## config.mk

```make
export PLATFORM = sky130hd
export DESIGN_NAME = nvme_ioq_mux
export DESIGN_NICKNAME = d
export VERILOG_FILES = /design/src/rtl/nvme_ioq_mux.sv
export SDC_FILE = /design/constraint.sdc
export NUM_CORES = 2
export LEC_CHECK = 0
export ABC_CLOCK_PERIOD_IN_PS = 12640
export BUFFER_PORTS_ARGS = -buffer_cell sky130_fd_sc_hd__buf_2
export CORE_ASPECT_RATIO = 0.8
export CORE_UTILIZATION = 35
export DETAILED_ROUTE_END_ITERATION = 16
export GPL_TIMING_DRIVEN = 0
export HOLD_SLACK_MARGIN = 0.06
export SETUP_SLACK_MARGIN = 0.4
export SLEW_MARGIN = 10
export SYNTH_ARGS = -nofsm -noshare
export SYNTH_HDL_FRONTEND = slang
export SYNTH_SLANG_ARGS = --single-unit
```

## constraint.sdc

```tcl
create_clock -name user_clk -period 12.64 [get_ports user_clk]
set_input_delay 1.896 -clock user_clk [delete_from_list [all_inputs] [get_ports user_clk]]
set_output_delay 1.896 -clock user_clk [all_outputs]
set_load 0.03 [all_outputs]
```

## src/rtl/nvme_ioq_mux.sv

```systemverilog
// Multi-queue NVMe submission multiplexer: per-queue FIFOs, round-robin arbiter,
// per-queue modulo SQ tail counters and a single registered valid/ready output.
module nvme_ioq_mux #(
  parameter int unsigned NUM_Q      = 4,
  parameter int unsigned DATA_WIDTH = 256,
  parameter int unsigned FIFO_DEPTH = 4,
  parameter int unsigned SQ_ENTRIES = 64,
  localparam int unsigned QW = (NUM_Q > 1) ? $clog2(NUM_Q) : 1,
  localparam int unsigned TW = $clog2(SQ_ENTRIES)
) (
  input  logic                        user_clk,
  input  logic                        user_reset_n,
  input  logic                        user_lnk_up,
  input  logic [NUM_Q*DATA_WIDTH-1:0] in_data,
  input  logic [NUM_Q-1:0]            in_valid,
  output logic [NUM_Q-1:0]            in_ready,
  output logic [DATA_WIDTH-1:0]       out_data,
  output logic                        out_valid,
  input  logic                        out_ready,
  output logic [QW-1:0]               out_qid,
  output logic [TW-1:0]               out_sq_tail,
  output logic [NUM_Q-1:0]            q_empty
);

  localparam int unsigned AW = $clog2(FIFO_DEPTH);
  localparam int unsigned CW = AW + 1;
  localparam logic [CW-1:0] FULL_CNT = CW'(FIFO_DEPTH);
  localparam logic [TW-1:0] TAIL_MAX = TW'(SQ_ENTRIES - 1);
  localparam logic [QW-1:0] LAST_Q   = QW'(NUM_Q - 1);

  logic [DATA_WIDTH-1:0] mem    [NUM_Q][FIFO_DEPTH];
  logic [AW-1:0]         wr_ptr [NUM_Q];
  logic [AW-1:0]         rd_ptr [NUM_Q];
  logic [CW-1:0]         cnt    [NUM_Q];
  logic [TW-1:0]         tail   [NUM_Q];
  logic [QW-1:0]         rr_ptr;

  logic [NUM_Q-1:0] full;
  logic [NUM_Q-1:0] nonempty;
  logic [NUM_Q-1:0] push;
  logic [NUM_Q-1:0] pop;
  logic [QW-1:0]    grant;
  logic             grant_vld;
  logic             load;
  logic [TW-1:0]    tail_nxt;

  // Occupancy decode from registered counts only
  always_comb begin
    full     = '0;
    nonempty = '0;
    for (int i = 0; i < NUM_Q; i++) begin
      full[i]     = (cnt[i] == FULL_CNT);
      nonempty[i] = (cnt[i] != '0);
    end
  end

  assign in_ready = {NUM_Q{user_lnk_up}} & ~full;
  assign q_empty  = ~nonempty;
  assign push     = in_valid & in_ready;

  // Round-robin scan starting at rr_ptr
  always_comb begin
    logic [QW-1:0] idx;
    idx       = '0;
    grant     = '0;
    grant_vld = 1'b0;
    for (int k = 0; k < NUM_Q; k++) begin
      idx = QW'((32'(rr_ptr) + 32'(k)) % NUM_Q);
      if (!grant_vld && nonempty[idx]) begin
        grant     = idx;
        grant_vld = 1'b1;
      end
    end
  end

  assign load     = grant_vld & (~out_valid | out_ready);
  assign tail_nxt = (tail[grant] == TAIL_MAX) ? '0 : tail[grant] + TW'(1);

  always_comb begin
    pop = '0;
    if (load) pop[grant] = 1'b1;
  end

  // Entry storage, no reset needed: validity is tracked by the counts
  always_ff @(posedge user_clk) begin
    for (int i = 0; i < NUM_Q; i++) begin
      if (push[i]) mem[i][wr_ptr[i]] <= in_data[i*DATA_WIDTH +: DATA_WIDTH];
    end
  end

  // FIFO pointers, counts, tails and arbiter pointer; flush overrides all traffic
  always_ff @(posedge user_clk or negedge user_reset_n) begin
    if (!user_reset_n) begin
      for (int i = 0; i < NUM_Q; i++) begin
        wr_ptr[i] <= '0;
        rd_ptr[i] <= '0;
        cnt[i]    <= '0;
        tail[i]   <= '0;
      end
      rr_ptr <= '0;
    end else if (!user_lnk_up) begin
      for (int i = 0; i < NUM_Q; i++) begin
        wr_ptr[i] <= '0;
        rd_ptr[i] <= '0;
        cnt[i]    <= '0;
        tail[i]   <= '0;
      end
      rr_ptr <= '0;
    end else begin
      for (int i = 0; i < NUM_Q; i++) begin
        if (push[i]) wr_ptr[i] <= wr_ptr[i] + AW'(1);
        if (pop[i])  rd_ptr[i] <= rd_ptr[i] + AW'(1);
        case ({push[i], pop[i]})
          2'b10:   cnt[i] <= cnt[i] + CW'(1);
          2'b01:   cnt[i] <= cnt[i] - CW'(1);
          default: cnt[i] <= cnt[i];
        endcase
      end
      if (load) begin
        tail[grant] <= tail_nxt;
        rr_ptr      <= (grant == LAST_Q) ? '0 : grant + QW'(1);
      end
    end
  end

  // Output slot: loads when free or being consumed, holds under back-pressure
  always_ff @(posedge user_clk or negedge user_reset_n) begin
    if (!user_reset_n) begin
      out_valid   <= 1'b0;
      out_data    <= '0;
      out_qid     <= '0;
      out_sq_tail <= '0;
    end else if (!user_lnk_up) begin
      out_valid <= 1'b0;
    end else if (load) begin
      out_valid   <= 1'b1;
      out_data    <= mem[grant][rd_ptr[grant]];
      out_qid     <= grant;
      out_sq_tail <= tail_nxt;
    end else if (out_ready) begin
      out_valid <= 1'b0;
    end
  end

endmodule
```

### After elaboration in Yosys (flattened, before gate mapping)

Memory sizes are Yosys's and may differ from the RTL's.
Cells that the tools add are included.

| storage, ports and cells | value |
|---|---|
| bits in registers | 319 |
| memory bits (writable) | 4,096 |
| input bits | 1,032 |
| output and inout port bits | 273 |
| logic and storage cells | 189 |
| memories | 1 |

| operators by class | value |
|---|---|
| $add $sub $neg | 21 |
| $lt $le $gt $ge | 17 |
| equality and inequality tests | 28 |
| muxes and demuxes | 71 |
| bitwise gates (word level) | 13 |
| reduce and logical (&&, ||, !) cells | 17 |

Memories:

| name | words | bits a word | read ports | clocked after memory_dff | wr ports | RTL line | source |
|---|---|---|---|---|---|---|---|
| mem | 4 | 1,024 | 1 | 0 | 4 | 31 | `logic [DATA_WIDTH-1:0] mem [NUM_Q][FIFO_DEPTH];` |

Operators by type and width:

| kind | count |
|---|---|
| two-way mux 1024 bit | 4 |
| demux 256 bit (select 2 bit) | 4 |
| two-way mux 256 bit | 6 |
| binary-select mux 256 bit (select 2 bit) | 1 |
| two-way mux 24 bit | 2 |
| two-way mux 2 bit | 17 |
| bitwise mux 24 bit | 1 |
| two-way mux 6 bit | 4 |
| case mux 3 bit (2 select lines) | 4 |
| adder 2 x 1 -> 2 bit, second input constant | 10 |
| >= comparator 3 bit, second input constant | 6 |
| != test 2 x 1 -> 1 bit, second input constant | 9 |
| inverter 2 -> 3 bit | 6 |
| two-way mux 1 bit | 16 |
| two-way mux 8 bit | 2 |
| less-than comparator 2 x 3 -> 1 bit, second input constant | 5 |
| less-than comparator 3 x 1 -> 1 bit, second input constant | 5 |
| != test 3 x 1 -> 1 bit, second input constant | 5 |
| adder 3 x 1 -> 3 bit, second input constant | 4 |
| binary-select mux 6 bit (select 2 bit) | 1 |
| demux 6 bit (select 2 bit) | 1 |
| == test 3 bit, second input constant | 4 |
| two-way mux 12 bit | 1 |
| nonzero test 3 bit | 4 |
| other kinds (19) | 45 |

### Depth between registers and ports, before layout

| logic depth | value |
|---|---|
| depth after elaboration | 22 |
| depth in mapped cells | 17 |
| mapped depth without buffers | 12 |

### Worst setup path after synthesis

No wires, ideal clock.

| timing path | value |
|---|---|
| kind | input-to-reg |
| start | input port user_lnk_up |
| end | memory mem[1][0] (netlist bit), enable pin |
| setup time | 0.651 ns |
| arrival | 8.496 ns |
| required time | 11.989 ns |
| setup slack | 3.493 ns |
| cell stages on the path | 3 |
| path buffers | 1 |
| cells stage by stage | clkbuf_1 -> o21a_1 -> and3_1 |

RTL lines:

| what | RTL line | source |
|---|---|---|
| from (decl) | 13 | `input logic user_lnk_up,` |
| to (decl) | 31 |  |

### Worst setup path in the final report

| timing path | value |
|---|---|
| start | register cnt[0] (netlist bit) |
| end | register cnt[4] (netlist bit) |

| between the ends | value |
|---|---|
| longest elaborated chain between the ends | 21 |
| elaborated cells between the ends (all ways) | 35 |
| those cells by class | 2 x order compare; 3 x eq/ne; 21 x mux; 1 x bitwise; 8 x reduce/logical |

Ends and longest elaborated chain:

| what | RTL line | source |
|---|---|---|
| from (decl) | 34 | `logic [CW-1:0] cnt [NUM_Q];` |
| from (signal, indexed assignment) | 114 | `2'b10: cnt[i] <= cnt[i] + CW'(1);` |
| from (signal, indexed assignment) | 115 | `2'b01: cnt[i] <= cnt[i] - CW'(1);` |
| from (signal, indexed assignment) | 116 | `default: cnt[i] <= cnt[i];` |
| nonzero test 3 bit (*) | 53 | `nonempty[i] = (cnt[i] != '0);` |
| binary-select mux 1 bit (select 2 bit) | 69 | `if (!grant_vld && nonempty[idx]) begin` |
| two-way mux 1 bit (not written as such) | 69 |  |
| two-way mux 1 bit | 69 |  |
| logical NOT 1 bit | 69 |  |
| logical AND 1 bit | 69 |  |
| two-way mux 1 bit | 69 |  |
| logical NOT 1 bit | 69 |  |
| [5 not listed] | -- |  |
| less-than comparator 2 x 3 -> 1 bit (not written as such) / >= comparator 2 x 1 -> 1 bit (equally long branches) | 81 | `if (load) pop[grant] = 1'b1;` |
| logical AND 1 bit (not written as such) | 81 |  |
| two-way mux 1 bit (not written as such) | 81 |  |
| demux 1 bit (select 2 bit) | 81 |  |
| two-way mux 4 bit (*) | 81 |  |
| == test 2 x 1 -> 1 bit / == test 2 bit (equally long branches) | 113 | `case ({push[i], pop[i]})` |
| case mux 3 bit (2 select lines) | 113 |  |
| two-way mux 12 bit | 101 | `end else if (!user_lnk_up) begin` |

Mark *: on every way between the ends. The rest lies on a longest branch, timed or not. The select of a mux whose other input is x is not followed.
A chain may end at the register's enable or synchronous reset.

==> metrics <==
Final Hold Vio Count 0; routability congestion estimate from global placement 0.901; Final Util 0.420; Worst-Margin Slew 1.32 ns; P_leak 70.9 nW; asr flop ratio synth 0.0723; relative max-transition margin 0.123; Yosys reg bits 4415; total CTS buffers 431; area grow syn2layout 19.6%; delay-heaviest family, CP buffers and inverters; Clock Latency Late Sink 1.04 ns; CP max stage delay 0.96 ns; HP Class register to register; Buffers & Inverters on Critical Path 5; total track usage 0.262; Final Cycle Share 0.445; vias in the first global route 107458; core area 0.490 mm2; post-CTS sizing 0; CTS Buffer Depth 4; DRC viols 0; pwr dens 301 mW/mm2; critical path type register to register; CTS tree yes; vias after detailed routing 115481; nets 14381; Max Cap Viol 0; antenna violations before repair 439; post-synth cell types 50; Setup TNS 0 ns; initial core utilization 0.351; H-Tree Depth 5; CP endpoint kind register; gr ovfl total 0; Routed wire per std cell 32.8 um; RSZ-0062 raised after global routing no; Sink Count 4415; first-pass GRT wire length 901000 um; Critical Path RT 13.56 ns; sequential-to-total area share from yosys stat 0.760; Crit path top cell by count buf_4; Root Buffer clkbuf_16; Hold-fix buffers, CTS 0; post-CTS setup buffers 0; crit path max fanout 11; Mapped Area 0.172 mm2; fraction of layout cells with a size suffix above 1 0.210; met3 routed WL 69300 um; Die Y 630 um; final setup violation count 0; pin count of the biggest net entering global routing 78; clock slew at reported path FFs 0.06 ns; io pins 1305; Final min period 5.63 ns; Total Wirelength 672000 um; Post-DP HPWL 493000 um; antenna viol nets, final 0; Yosys Warn Count 0; Max Clk Rate 178 MHz; via/cell ratio 5.64; row cnt 230; Syn Nets 12501; DR iter-0 viols 16813; M1 WL 266000 um; Slowest cell on crit path buf_2; Gate Count Post-Synth 11444; crit path DAT 6.55 ns; Top Layer Used met5; Synth Flop Type edfxtp_1; CP Launch Type register; worst vdd rail ir drop 0.210 mV; Clock Skew 0.0854 ns; syn avg cell area 15.1 um2; Horiz. Die Dim 786 um; Die ar. 0.495 mm2; DR WL met2 296000 um; number of detailed-route iterations in the first pass 8; Post-synth EDFFs 4096; critical path cell sequence or3_4 > o22ai_1 > a211oi_2 > buf_4 > inv_2 > buf_4 > buf_2 > buf_1 > ha_1 > nand2_1 > nor2_1 > fa_1 > o21ai_0 > a21boi_0; status complete, no violations; PortBufs 1300; Final Max Tran Viols 0
cells by family (layout without fill, tap and decap cells):
| family | Yosys count | count (layout) | synth area share |
|---|---|---|---|
| AOI/OAI and AO/OA | 2136 | 2136 | 0.0945 |
| other | 0 | 294 | 0 |
| muxes | 537 | 537 | 0.0331 |
| DFF | 4415 | 4415 | 0.760 |
| buffers and inverters | 833 | 3091 | 0.0213 |
| adders and majority gates | 25 | 25 | 0.00199 |
| and+or+nand+nor | 3479 | 3479 | 0.0881 |
| xor gates and xnor gates | 19 | 19 | 0.000966 |
report_power, final:
part / internal, mW / total, mW / switching, mW
Combinational: 8.22 / 31.0 / 22.7
Sequential: 17.2 / 17.8 / 0.516
Clock: 7.51 / 13.3 / 5.79
layout by cell type (no fill, tap or decap), drive strengths merged, types with 2 or more instances in the layout:
| cell | n |
|---|---|
| edfxtp | 4096 |
| nand2 | 2357 |
| buf | 1747 |
| clkbuf | 1129 |
| nand3 | 528 |
| o22ai | 514 |
| a311oi | 512 |
| dfrtp | 319 |
| diode | 294 |
| mux2i | 277 |
| and3 | 275 |
| a21oi | 272 |
| o31ai | 265 |
| a211oi | 263 |
| o21a | 261 |
| mux2 | 260 |
| nor2b | 259 |
| clkinv | 136 |
| bufinv | 41 |
| inv | 30 |
| and2 | 25 |
| o21ai | 25 |
| ha | 21 |
| xnor2 | 17 |
| nor2 | 14 |
| nor3 | 10 |
| a32o | 8 |
| clkinvlp | 8 |
| or3 | 5 |
| nand2b | 4 |
| a21boi | 4 |
| o211a | 4 |
| fa | 4 |
| a31oi | 3 |
| xor2 | 2 |
cell usage after synthesis, types with 8 or more instances:
cell type / count / share of area
nand2_1: 2357 / 0.051
nor3_1: 9 / 0.00026
nor2b_1: 259 / 0.0094
buf_1: 28 / 0.00061
clkbuf_1: 518 / 0.011
mux2i_1: 276 / 0.016
inv_1: 11 / 0.00024
nor2_1: 14 / 0.00030
buf_6: 20 / 0.0013
nand3_1: 528 / 0.015
xnor2_1: 17 / 0.00086
mux2_2: 260 / 0.017
ha_1: 21 / 0.0015
o21ai_0: 23 / 0.00067
a32o_1: 8 / 0.00046
dfrtp_1: 319 / 0.046
a211oi_1: 261 / 0.011
edfxtp_1: 4096 / 0.71
buf_2: 225 / 0.0065
and3_1: 275 / 0.010
a21oi_1: 272 / 0.0079
o31ai_2: 186 / 0.014
and2_1: 25 / 0.00091
o22ai_1: 514 / 0.019
o21a_1: 261 / 0.011
o31ai_1: 79 / 0.0034
a311oi_1: 512 / 0.026
buf_4: 27 / 0.0012
routing by layer:
| metal | global-route usage | vias up |
|---|---|---|
| met5 | 0 | - |
| met4 | 0.144 | 130 |
| met3 | 0.0589 | 1564 |
| met2 | 0.390 | 7517 |
| met1 | 0.355 | 58165 |
| li1 | - | 48105 |
worst register-to-register path, cell delays in order, from the launching register on:
cell      delay, ns
dfrtp_1        0.44
or3_4          0.44
o22ai_1        0.20
a211oi_2       0.11
buf_4          0.23
inv_2          0.28
buf_4          0.49
buf_2          0.98
buf_1          0.77
ha_1           0.40
nand2_1        0.29
nor2_1         0.25
fa_1           0.43
o21ai_0        0.08
a21boi_0       0.10
through the flow:
stage               total power [mW]  std cells  hold slack (ns)  cell area, um2  worst slack [ns]
finish                          62.0      20492            0.476          206000              7.01
global route                    64.2      20387            0.497          206000              6.79
CTS                             61.8      20198            0.476          205000              6.94
detailed placement              48.6      19387            0.462          191000              6.95
global placement                48.2      19240            0.458          187000             -4.22
floorplan                       34.7      11444            0.478          172000              3.49
sequential cells by signal, summed over array words and instances, names as in the netlist:
register / cells
tail: 24
rd_ptr: 8
out_sq_tail: 6
wr_ptr: 8
out_qid: 2
cnt: 12
rr_ptr: 2
out_valid: 1
mem: 4096
out_data: 256
path summary, 6_finish.rpt:
| kind | from | end | slack [ns] | cells after the start |
|---|---|---|---|---|
| setup / recovery | cnt[0] | cnt[4] | 7.01 | 14 |
| hold / removal | out_sq_tail[1] | out_sq_tail[1] | 0.48 | 1 |
| setup reg to reg | cnt[0] | cnt[4] | 7.01 | 14 |
| hold reg to reg | out_sq_tail[1] | out_sq_tail[1] | 0.48 | 1 |
| max in group asynchronous | user_reset_n | out_data[31] | 9.80 | 5 |
| min in group asynchronous | user_reset_n | out_data[168] | 0.76 | 1 |
cell type report:
class	count	area, um2
Fill cell	44681	284000
Tap cell	6496	8130
Clock buffer	611	12000
Antenna cell	294	736
Buffer	818	3660
Multi-Input combinational cell	6196	37800
Clock inverter	200	2430
Timing Repair Buffer	1447	10200
Inverter	15	58.8
Sequential cell	4415	131000
No activity file was read; power rests on OpenSTA's default activity.
